[src/rtl/read_bus_pipe.sv]
// Registered read-bus selector: picks one of N_SRC sources by enable code behind a
// single valid/ready output register. Optional even parity output under READ_BUS_PARITY_EN.
module read_bus_pipe #(
    parameter int DW    = 32,
    parameter int N_SRC = 6,
    parameter int SELW  = 3,
    parameter int CNTW  = 16
) (
    input  logic                  clock,
    input  logic                  reset,
    input  logic [N_SRC*DW-1:0]   src_flat,
    input  logic [SELW-1:0]       bus_en,
    input  logic                  in_valid,
    output logic                  in_ready,
    output logic [DW-1:0]         bus_out,
    output logic                  out_valid,
    input  logic                  out_ready,
    output logic                  sel_err,
`ifdef READ_BUS_PARITY_EN
    output logic                  bus_par,
`endif
    output logic [CNTW-1:0]       xfer_cnt
);

    localparam logic [SELW-1:0] MAX_CODE = SELW'(N_SRC);

    logic [DW-1:0]   dec_data;
    logic            dec_err;

    logic [DW-1:0]   bus_out_q,   bus_out_d;
    logic            out_valid_q, out_valid_d;
    logic            sel_err_q,   sel_err_d;
    logic [CNTW-1:0] xfer_cnt_q,  xfer_cnt_d;
`ifdef READ_BUS_PARITY_EN
    logic            bus_par_q,   bus_par_d;
`endif

    logic accept;
    logic drain;

    // Code c in 1..N_SRC selects source c-1; 0 and out-of-range codes drive zero.
    always_comb begin
        // NOTE: every always_comb output gets a default first so no latch is inferred.
        dec_data = '0;
        dec_err  = 1'b0;
        for (int k = 0; k < N_SRC; k++) begin
            if (bus_en == SELW'(k + 1)) begin
                dec_data = src_flat[k*DW +: DW];
            end
        end
        if (bus_en > MAX_CODE) begin
            dec_err = 1'b1;
        end
    end

    assign in_ready = !out_valid_q || out_ready;
    assign accept   = in_valid && in_ready;
    assign drain    = out_valid_q && out_ready;

    always_comb begin
        bus_out_d   = bus_out_q;
        out_valid_d = out_valid_q;
        sel_err_d   = sel_err_q;
        xfer_cnt_d  = xfer_cnt_q;
`ifdef READ_BUS_PARITY_EN
        bus_par_d   = bus_par_q;
`endif
        // A load takes priority over a drain so back-to-back transfers leave no bubble.
        if (accept) begin
            bus_out_d   = dec_data;
            sel_err_d   = dec_err;
            out_valid_d = 1'b1;
`ifdef READ_BUS_PARITY_EN
            bus_par_d   = ^dec_data;
`endif
        end else if (drain) begin
            out_valid_d = 1'b0;
        end
        if (drain) begin
            xfer_cnt_d = xfer_cnt_q + CNTW'(1);
        end
    end

    always_ff @(posedge clock) begin
        // NOTE: sequential state uses non-blocking assignments only.
        if (reset) begin
            bus_out_q   <= '0;
            out_valid_q <= 1'b0;
            sel_err_q   <= 1'b0;
            xfer_cnt_q  <= '0;
`ifdef READ_BUS_PARITY_EN
            bus_par_q   <= 1'b0;
`endif
        end else begin
            bus_out_q   <= bus_out_d;
            out_valid_q <= out_valid_d;
            sel_err_q   <= sel_err_d;
            xfer_cnt_q  <= xfer_cnt_d;
`ifdef READ_BUS_PARITY_EN
            bus_par_q   <= bus_par_d;
`endif
        end
    end

    assign bus_out   = bus_out_q;
    assign out_valid = out_valid_q;
    assign sel_err   = sel_err_q;
    assign xfer_cnt  = xfer_cnt_q;
`ifdef READ_BUS_PARITY_EN
    assign bus_par   = bus_par_q;
`endif

endmodule

[config.mk]
export PLATFORM = sky130hd
export DESIGN_NAME = read_bus_pipe
export DESIGN_NICKNAME = d
export VERILOG_FILES = /design/src/rtl/read_bus_pipe.sv
export SDC_FILE = /design/constraint.sdc
export NUM_CORES = 1
export LEC_CHECK = 0
export CORE_MARGIN = 5
export CORE_UTILIZATION = 40
export DETAILED_ROUTE_END_ITERATION = 8
export DONT_BUFFER_PORTS = 1
export REMOVE_ABC_BUFFERS = 1
export SLEW_MARGIN = 20
export SYNTH_ARGS = -nofsm -noshare
export SYNTH_HDL_FRONTEND = slang
export SYNTH_SLANG_ARGS = --single-unit
[constraint.sdc]
create_clock -name clock -period 2.6 [get_ports clock]
set_clock_uncertainty 0.2 [all_clocks]
set_input_delay 0.26 -clock clock [delete_from_list [all_inputs] [get_ports clock]]
set_output_delay 0.26 -clock clock [all_outputs]
set_load 0.03 [all_outputs]
# Word-level counts from Yosys, hierarchy flattened
# Cells that the tools add are included.
totals:
  regBits: 50
  input_bits: 199
  out_inout_bits: 51
  word_cells: 26
op_classes:
  add_sub_neg: 1
  n_lt_le_gt_ge: 1
  n_eq_ne: 6
  mux: 9
  n_reduce_logical: 5
ops:
  columns: ["operator", "count"]
  rows:
  - ["$mux 32", 6]
  - ["$add 16x1->16 const B", 1]
  - ["$eq 3x3->1 const B", 3]
  - ["$eq 3x2->1 const B", 2]
  - ["$eq 3x1->1 const B", 1]
  - ["$gt 3x3->1 const B", 1]
  - ["$mux 1", 3]
  - ["$logic_and 1x1->1", 2]
  - ["$reduce_bool 2->1", 1]
  - ["$logic_not 1->1", 1]
  - ["$logic_or 1x1->1", 1]

# Logic depth before layout (Yosys ltp)
# Gate-level depths: netlist of run 1.
depth:
  depth_word: 7
  mapped_depth: 6

# Least setup slack after synthesis of run 1
# OpenSTA, ideal clock, no wires.
synth_timing:
  kind: "reg-to-reg"
  start: "register xfer_cnt_q[3] (netlist: xfer_cnt[3])"
  end: "register xfer_cnt_q[13] (netlist: xfer_cnt[13])"
  setup_time_ps: 123
  t_arrival_ps: 1644
  slack_ps: 633
  path_stages_with_launch: 5
  n_path_buf: 0
  cell_sequence: "dfxtp_1 nand4_1 nor4_4 nand3_1 mux2_1"
synth_between:
  elab_chain_len: 1
synth_rtl:
  columns: ["item", "line", "source"]
  rows:
  - ["from (decl)", "33", "logic [CNTW-1:0] xfer_cnt_q, xfer_cnt_d;"]
  - ["from (signal assigned)", "98", "xfer_cnt_q <= xfer_cnt_d;"]
  - ["$add 16x1->16", "80", "xfer_cnt_d = xfer_cnt_q + CNTW'(1);"]
# No other way between the ends.
# A chain may end at the register's enable or synchronous reset.

# Final worst setup path of run 1
layout_timing:
  start: "input bus_en[0]"
  end: "register bus_out_q[11] (netlist: bus_out[11])"
layout_between:
  elab_chain_len: 7
  elab_cells_between_ends: 12
  classes_between: "eq/ne: 6; mux: 6"
layout_rtl:
  columns: ["item", "line", "source"]
  rows:
  - ["from (decl)", "12", "input logic [SELW-1:0] bus_en,"]
  - ["$eq 3x1->1", "47", "if (bus_en == SELW'(k + 1)) begin"]
  - ["$mux 32 (5 in a row)", "47", null]
  - ["$mux 32 *", "47", null]
  - ["to (signal assigned)", "95", "bus_out_q <= bus_out_d;"]
  - ["to (decl)", "30", "logic [DW-1:0] bus_out_q, bus_out_d;"]
# Every way passes the cells marked *; elsewhere a longest branch is shown, timed or not.

==> results of run 1 <==
-- how the worst min path moves through the flow --
stage,startpoint,depth (start not counted),end,slack (ps)
after CTS,reset,2,xfer_cnt[11]$_SDFFE_PP0P_,1
after detailed placement,reset,1,xfer_cnt[9]$_SDFFE_PP0P_,140
after global placement,reset,1,xfer_cnt[1]$_SDFFE_PP0P_,130
after floorplan,reset,1,out_valid$_SDFFE_PP0P_,130
final,src_flat[149],2,bus_out[21]$_SDFFE_PP0P_,10
after global routing,bus_en[0],2,bus_out[27]$_SDFFE_PP0P_,1
-- through the flow --
step                      area, sq um  total power [mW]
after global placement           3680              1.26
after global routing             4160              1.89
after detailed placement         3680              1.27
final                            4160              1.78
after floorplan                  3400              1.18
after CTS                        4150              1.81
-- power by group --
| part | total [mW] | internal [mW] | switching (mW) | leakage, nW |
|---|---|---|---|---|
| combinational | 0.392 | 0.195 | 0.197 | 1.18 |
| sequential | 0.917 | 0.807 | 0.111 | 0.408 |
| clock | 0.476 | 0.216 | 0.260 | 0.0482 |
| total | 1.78 | 1.22 | 0.568 | 1.63 |
-- Yosys cell counts, types with 3 or more instances --
library cell	count
a21oi_1	70
a22o_1	31
and3_1	3
buf_2	7
buf_6	5
clkbuf_1	27
dfxtp_1	50
dlygate4sd1_1	6
inv_1	4
nand2_1	40
nand3_1	6
nand4_1	3
nor2_1	76
nor2b_1	4
nor3_1	4
o21ai_0	34
o22a_1	31
o41ai_2	29
xnor2_1	6
xor2_1	4
-- final cells by class --
class	instances	area (sq um)
Clock inverter	1	5.00
Sequential cell	50	1000
Clock buffer	7	86.3
Tap cell	108	135
Fill cell	894	4640
Inverter	4	15.0
Multi-Input combinational cell	364	2400
Timing Repair Buffer	54	515
-- worst reg2reg max path, stage by stage, from the launching register on --
cell and delay (ps):
dfxtp_1 340, nand2b_4 170, nand2_2 80, or2_4 430, o41ai_1 430, dlygate4sd3_1 580
-- registers in the layout, indices dropped and copies added (netlist names) --
| register | flops |
|---|---|
| bus_out | 32 |
| xfer_cnt | 16 |
| out_valid | 1 |
| sel_err | 1 |
-- per-layer routing --
layer | routed length (um) | part of all wire [%]
met5 | 0 | 0
met4 | 358 | 2.7
met3 | 1020 | 7.6
met2 | 6580 | 49
met1 | 5450 | 41
-- placed cells by master, fill, tap and decap left out, types with 3 or more instances in the layout --
master / n
a21oi_1: 69
a22o_1: 31
and3_1: 3
buf_4: 14
clkbuf_8: 6
dfxtp_1: 50
dlygate4sd3_1: 39
inv_1: 4
nand2_1: 40
nand3_1: 6
nand4_1: 3
nor2_1: 76
nor2b_1: 3
nor3_1: 4
o21ai_0: 34
o22a_1: 31
o41ai_2: 29
xnor2_1: 6
xor2_1: 4
-- cell families after synthesis --
kind of cell	synth area share, %
AOI/OAI and AO/OA	43.0
and+or+nand+nor	18.2
buffers and inverters	7.23
DFF	27.4
xor gates and xnor gates	2.40
muxes	1.47
adders and majority gates	0.343
-- timing repair --
action                     CTS  global route
resized for setup            0             1
hold endpoints to repair    46             1
hold buffers                38             1
setup endpoints to repair    0             6
==> impl_metrics.yaml, run 1 <==
pwr:
  vdd_drop_max_mv: 0.225
  powerDensity_mw_per_mm2: 429
  p_leak_nw: 1.63
synthesis:
  netlist_instances: 464
  synth.avg_cell_area_sq_um: 7.87
  syn_area_sq_mm: 0.00365
  netlist.area_leader.share_pct: 27.4
  synth_edf_count: 0
  synthFlopType: "dfxtp_1"
  synth-seq-area-share_pct: 27.4
  synthArstFlopShare_pct: 0
  synth_area_leaders: "dfxtp_1 (27%), o41ai_2 (13%), a21oi_1 (9.6%), nor2_1 (7.8%), a22o_1 (7.4%)"
  yosysTopAreaCell: "dfxtp_1"
  synth.ff_latch_count: 50
  synth_cell_types: 39
  yosys_warnings: 0
outcome:
  outcome: "complete, no violations"
routing:
  remaining_drc_errors: 0
  wl_mm: 13.4
  via_per_inst: 6.37
  drt_first_pass_iters: 5
  drtIter0Drc: 220
  wl_per_cell_um: 22.8
  num_vias: 3746
  antenna_left: 0
sta:
  rsz0062_at_grt: "no"
  fin_crit_sh_pct: 93.7
  worst_pin_slew_ps: 895
  drv_slew: 0
  setup_violations: 0
  holdWs_ps: 11.3
  worst_slack_ps: 163
  fin_crit_ps: 2440
  hold_viol_final: 0
  tns_ps: 0
  slew_headroom_pct: 40.2
  fmax_ghz: 0.410
global_routing:
  grt_max_degree: 101
  grt_pass1_wl_mm: 20.8
  grt_use_total_pct: 23.1
  grt_use_met3_pct: 5.50
  grt_pass1_vias: 3870
  gr-usage-met1_pct: 28.0
  grt.busiest_layer: "met2"
  met2_usage_pct: 40.1
  grt-ovfl-total: 0
  antenna_found_initial: 0
worst_setup_path:
  ff2ff_path_depth: 5
  critPathLaunchType: "primary input"
  crit_chain: "dlygate4sd3_1 -> nor2_1 -> o41ai_2 -> dlygate4sd3_1"
  max_stage_delay_ps: 1130
  cp_num_cells: 4
  cp-end-kind: "register"
  crit_family: "buffers and inverters"
  cp.required_ps: 2650
  crit_path_frequent_cell: "dlygate4sd3_1"
  crit_path_end: "bus_out[11]$_SDFFE_PP0P_"
  crit_type: "in -> reg"
  arrival_ps: 2480
  r2r_end: "bus_out[1]$_SDFFE_PP0P_"
  worstReg2RegStart: "out_valid$_SDFFE_PP0P_"
  cp_max_fo: 53
  r2r_slack_ps: 320
  slowest_stage: "dlygate4sd3_1"
  cp_num_buf_inv: 2
  startpoint: "bus_en[0]"
cells_and_area:
  fin_util_pct: 47.3
  final_cell_count_no_fill: 588
  drive_gt1_share_pct: 12.7
  n_antenna_cell: 0
  syn2layout_area_growth_pct: 13.9
  final_nets: 679
floorplan:
  dieHeight_um: 106
  initial_core_util_pct: 41.5
  die_width_um: 106
  rows: 34
  boundaryPins: 250
  die_area_sq_mm: 0.0111
  fp.coreArea_sq_mm: 0.00881
place:
  dpl.hpwl_mm: 9.08
  place_ws_ps: 468
  gp_congestion: 0.788
  io_buffer_count: 0
  dp_cells: 541
hold_path:
  hold_path_class: "in -> reg"
clock_tree:
  cts_buffer_depth: 2
  clkSlewWorstSetupHoldPaths_ps: 90
  clk_latency_ps: 300
  cts_tree: "built"
  post_cts_buffers: 0
  clock_sinks: 50
  numCtsBuffers: 5
  cts_root_buf: "clkbuf_8"
  cts_max_level: 2
flow_run:
  maxCapViolCount: 0
Note: power is estimated with default switching activity, not from simulation.
==> run 2: changes to the inputs <==
ABC_AREA = 1   (was unset)
==> impl_metrics.yaml, run 2 <==
outcome:
  outcome: "complete, no violations"
hold_path:
  hp-start: "reset"
  min_to: "xfer_cnt[12]$_SDFFE_PP0P_"
  hold_path_class: "in -> reg"
  min_path_cells: 3
synthesis:
  ys_top_cells_by_count: "nand2_1 (224), nand4_1 (100), nor2_1 (81)"
  netlist_instances: 633
  yosys_warnings: 0
  netlist.area_leader.share_pct: 27.3
  synth_cell_types: 23
  synth.avg_cell_area_sq_um: 5.80
  synth.ff_latch_count: 50
  synthFlopType: "dfxtp_1"
  synthArstFlopShare_pct: 0
  synth_edf_count: 0
  synth-seq-area-share_pct: 27.3
  yosysTopAreaCell: "dfxtp_1"
  syn_area_sq_mm: 0.00367
  post-synth-top-count-cell: "nand2_1"
  synth_area_leaders: "dfxtp_1 (27%), nand2_1 (23%), nand4_1 (17%), nor2_1 (8.3%), a21oi_1 (6.1%)"
sta:
  fmax_ghz: 0.418
  rsz0062_at_grt: "no"
  worst_pin_slew_ps: 717
  drv_slew: 0
  worst_slack_ps: 207
  hold_viol_final: 0
  fin_crit_ps: 2390
  fin_crit_sh_pct: 92.0
  setup_violations: 0
  slew_headroom_pct: 52.2
  tns_ps: 0
pwr:
  vdd_drop_max_mv: 0.212
  p_leak_nw: 1.60
  powerDensity_mw_per_mm2: 439
clock_tree:
  cts_max_level: 2
  post_cts_buffers: 0
  clk_latency_ps: 310
  cts_root_buf: "clkbuf_8"
  clock_sinks: 50
  cts_resized: 0
  cts_tree: "built"
  ctsHoldBuffers: 3
  numCtsBuffers: 5
  cts_buffer_depth: 2
  clkSlewWorstSetupHoldPaths_ps: 100
floorplan:
  boundaryPins: 250
  die_area_sq_mm: 0.0112
  initial_core_util_pct: 40.3
  die_width_um: 106
  dieHeight_um: 106
  fp.coreArea_sq_mm: 0.00911
  rows: 35
routing:
  via_per_inst: 5.80
  num_vias: 4176
  remaining_drc_errors: 0
  drtIter0Drc: 234
  wl_per_cell_um: 18.9
  wl_mm: 13.6
  drt_first_pass_iters: 5
  antenna_left: 0
cells_and_area:
  n_antenna_cell: 0
  layout_commonest_cell: "nand2_1"
  largest_reg_flops: 32
  final_cell_mix: "nand2_1 (224), nand4_1 (100), nor2_1 (81)"
  syn2layout_area_growth_pct: 2.42
  fin_util_pct: 41.3
  final_nets: 808
  fin_area_sq_mm: 0.00376
  drive_gt1_share_pct: 4.43
worst_setup_path:
  crit_type: "reg -> reg"
  cp-end-kind: "register"
  arrival_ps: 2440
  critPathLaunchType: "register"
  r2r_end: "sel_err$_SDFFE_PP0P_"
  ff2ff_path_depth: 7
  r2r_slack_ps: 210
  cp_max_fo: 19
  worstReg2RegStart: "out_valid$_SDFFE_PP0P_"
  cp.required_ps: 2640
place:
  dpl.hpwl_mm: 9.63
  placed_cell_area_sq_mm: 0.00363
  gp_congestion: 0.896
  io_buffer_count: 0
  place_ws_ps: 782
global_routing:
  grt-ovfl-total: 0
  grt_pass1_vias: 4209
  grt_use_total_pct: 23.3
  grt_pass1_wl_mm: 21.0
  grt_max_degree: 65
  antenna_found_initial: 0
flow_run:
  maxCapViolCount: 0
run 2: cell count changes after synthesis, sizes merged, moves of 31 or more:
cell,delta
a22o,-31
o41ai,-31
o22a,-31
inv,+55
nand2,+184
nand4,+97
run 2: per-stage QoR:
step / cells / total power [mW] / hold slack, ps
finish: 720 / 1.65 / 25.6
detailed placement: 709 / 1.19 / 141
floorplan: 589 / 1.10 / 129
CTS: 720 / 1.67 / 18.1
global placement: 709 / 1.18 / 139
global route: 720 / 1.75 / 27.3
run 2: critical path: stages (launching register included):
cell	delay, ps
dfxtp_1	320
nand2_1	280
nand2_1	120
inv_1	420
buf_12	230
nand4_1	80
dlygate4sd3_1	560
a21oi_1	120
run 2: layout make-up:
class	instances	area, sq um
clock buffers	5	68.8
clock inverters	3	21.3
fillers	1026	5350
inverters	59	221
multi-input cells	480	2190
flip-flops and latches	50	1000
well taps	111	139
repair buffers	12	120
run 2: report_power, final:
group / leakage, nW / total, mW / switching [mW] / internal (mW)
logic: 1.15 / 0.288 / 0.192 / 0.0969
clock network: 0.0441 / 0.465 / 0.276 / 0.190
registers: 0.407 / 0.897 / 0.0968 / 0.800
total: 1.60 / 1.65 / 0.564 / 1.09
run 2: logic make-up (layout without fill, tap and decap cells):
| logic type | Yosys count | count (layout) | synth area share [%] |
|---|---|---|---|
| compound gates | 55 | 55 | 7.57 |
| xor+xnor | 3 | 3 | 0.716 |
| fa+ha+maj | 1 | 1 | 0.341 |
| buf+inv | 103 | 79 | 13.1 |
| flops | 50 | 50 | 27.3 |
| simple gates | 421 | 421 | 51.0 |
run 2: worst max path at each step:
stage	to	from
floorplan	bus_out[0]$_SDFFE_PP0P_	bus_en[2]
global placement	xfer_cnt[12]$_SDFFE_PP0P_	xfer_cnt[3]$_SDFFE_PP0P_
detailed placement	bus_out[16]$_SDFFE_PP0P_	out_valid$_SDFFE_PP0P_
CTS	sel_err$_SDFFE_PP0P_	out_valid$_SDFFE_PP0P_
global route	sel_err$_SDFFE_PP0P_	out_valid$_SDFFE_PP0P_
finish	sel_err$_SDFFE_PP0P_	out_valid$_SDFFE_PP0P_
run 2: routing by layer:
| layer | global-route usage, % | vias to the layer above | wire length, um |
|---|---|---|---|
| li1 | - | 2025 | - |
| met1 | 27.4 | 1885 | 5210 |
| met2 | 40.7 | 241 | 6710 |
| met3 | 6.55 | 25 | 1400 |
| met4 | 7.68 | 0 | 297 |
| met5 | 0 | - | 0 |
==> run 3: changes to the inputs <==
clock period = 2.5 ns   (was 2.6 ns; I/O delays follow)
==> impl_metrics.yaml, run 3 (synthesized netlist as in run 2, its figures left out) <==
pwr:
  vdd_drop_max_mv: 0.188
  p_leak_nw: 1.59
  powerDensity_mw_per_mm2: 459
clock_tree:
  post_cts_buffers: 0
  clk_latency_ps: 310
  cts_resized: 0
  clock_sinks: 50
  cts_max_level: 2
  cts_buffer_depth: 2
  cts_tree: "built"
  clkSlewWorstSetupHoldPaths_ps: 110
  numCtsBuffers: 5
  cts_root_buf: "clkbuf_8"
  ctsHoldBuffers: 3
cells_and_area:
  n_fill_cell: 989
  layout_commonest_cell: "nand2_1"
  seqCellArea_sq_mm: 0.00100
  final_cell_count_no_fill: 718
  final_nets: 806
  n_antenna_cell: 0
  syn2layout_area_growth_pct: 2.01
  final_cell_mix: "nand2_1 (224), nand4_1 (100), nor2_1 (81)"
  largest_reg_flops: 32
  multi_input_area_sq_mm: 0.00219
  fin_util_pct: 41.1
  drive_gt1_share_pct: 4.12
worst_setup_path:
  slowest_stage: "dlygate4sd3_1"
  crit_type: "reg -> reg"
  cp-end-kind: "register"
  cp.required_ps: 2540
  cp_max_fo: 24
  arrival_ps: 2380
  crit_chain: "nand2_1 -> nand2_1 -> inv_1 -> buf_12 -> nand4_1 -> dlygate4sd3_1 -> a21oi_1"
  max_stage_delay_ps: 570
  critPathLaunchType: "register"
  crit_path_frequent_cell: "nand2_1"
sta:
  fmax_ghz: 0.427
  rsz0062_at_grt: "no"
  slew_headroom_pct: 43.0
  drv_slew: 0
  worst_pin_slew_ps: 852
  fin_crit_ps: 2340
  hold_viol_final: 0
  tns_ps: 0
  fin_crit_sh_pct: 93.6
  setup_violations: 0
place:
  dp_cells: 707
  gp_congestion: 0.920
  io_buffer_count: 0
  dpl.hpwl_mm: 9.56
routing:
  num_vias: 4165
  antenna_left: 0
  drt_first_pass_iters: 5
  drtIter0Drc: 221
  remaining_drc_errors: 0
  via_per_inst: 5.80
  wl_per_cell_um: 19.1
  wl_mm: 13.7
floorplan:
  die_width_um: 106
  boundaryPins: 250
  initial_core_util_pct: 40.3
  dieHeight_um: 106
  rows: 35
  fp.coreArea_sq_mm: 0.00911
  die_area_sq_mm: 0.0112
global_routing:
  grt-ovfl-total: 0
  grt_max_degree: 65
  antenna_found_initial: 0
  grt_pass1_wl_mm: 21.2
  grt_pass1_vias: 4222
  grt_use_total_pct: 23.5
outcome:
  outcome: "complete, no violations"
hold_path:
  hold_path_class: "in -> reg"
flow_run:
  maxCapViolCount: 0
[run 3: cell types whose count changed in the layout (fill, tap and decap cells not counted)]
| cell | delta |
|---|---|
| buf_4 | -2 |
[run 3: metrics by stage]
stage                     total power, mW  setup slack (ps)  area [sq um]  hold WS, ps
after floorplan                      1.14              -424          3410          119
after global placement               1.23               681          3610          127
after detailed placement             1.23               620          3610          129
after CTS                            1.76               163          3740         7.39
after global routing                 1.83              43.3          3740         21.0
final                                1.72               160          3740         22.4
[run 3: layer usage]
metal	GRT usage (%)	vias to the layer above	wire length, um	part of all wire (%)
met1	26.4	1881	5240	38
met5	0	-	0	0
met2	41.8	229	6750	49
met4	8.05	0	314	2.3
met3	7.65	30	1390	10
li1	-	2025	-	-
[run 3: critical path: cells and delay by family (launching register included)]
family	cells	cell delay (ps)
AO/OA/AOI/OAI	1	120
flip-flops	1	330
buffers and inverters	3	1090
AND/OR/NAND/NOR	3	530
[run 3: worst paths after layout]
check	startpoint	end	slack (ps)	cells past startpoint
max	out_valid$_SDFFE_PP0P_	sel_err$_SDFFE_PP0P_	160	7
min	src_flat[127]	bus_out[31]$_SDFFE_PP0P_	20	4
max reg2reg	out_valid$_SDFFE_PP0P_	sel_err$_SDFFE_PP0P_	160	7
min reg2reg	bus_out[0]$_SDFFE_PP0P_	bus_out[0]$_SDFFE_PP0P_	420	2
[run 3: layout make-up]
cell class | count | area share, %
clock buffers | 5 | 1.84
multi-input cells | 480 | 58.4
inverters | 59 | 5.92
flip-flops and latches | 50 | 26.7
clock inverters | 3 | 0.568
well taps | 111 | 3.71
repair buffers | 10 | 2.81
[run 3: where the power goes]
group	total [mW]	switching (mW)	internal (mW)	leakage [nW]
Clock	0.487	0.289	0.198	0.0441
Sequential	0.931	0.0995	0.832	0.407
Combinational	0.300	0.200	0.0994	1.14
Total	1.72	0.589	1.13	1.59
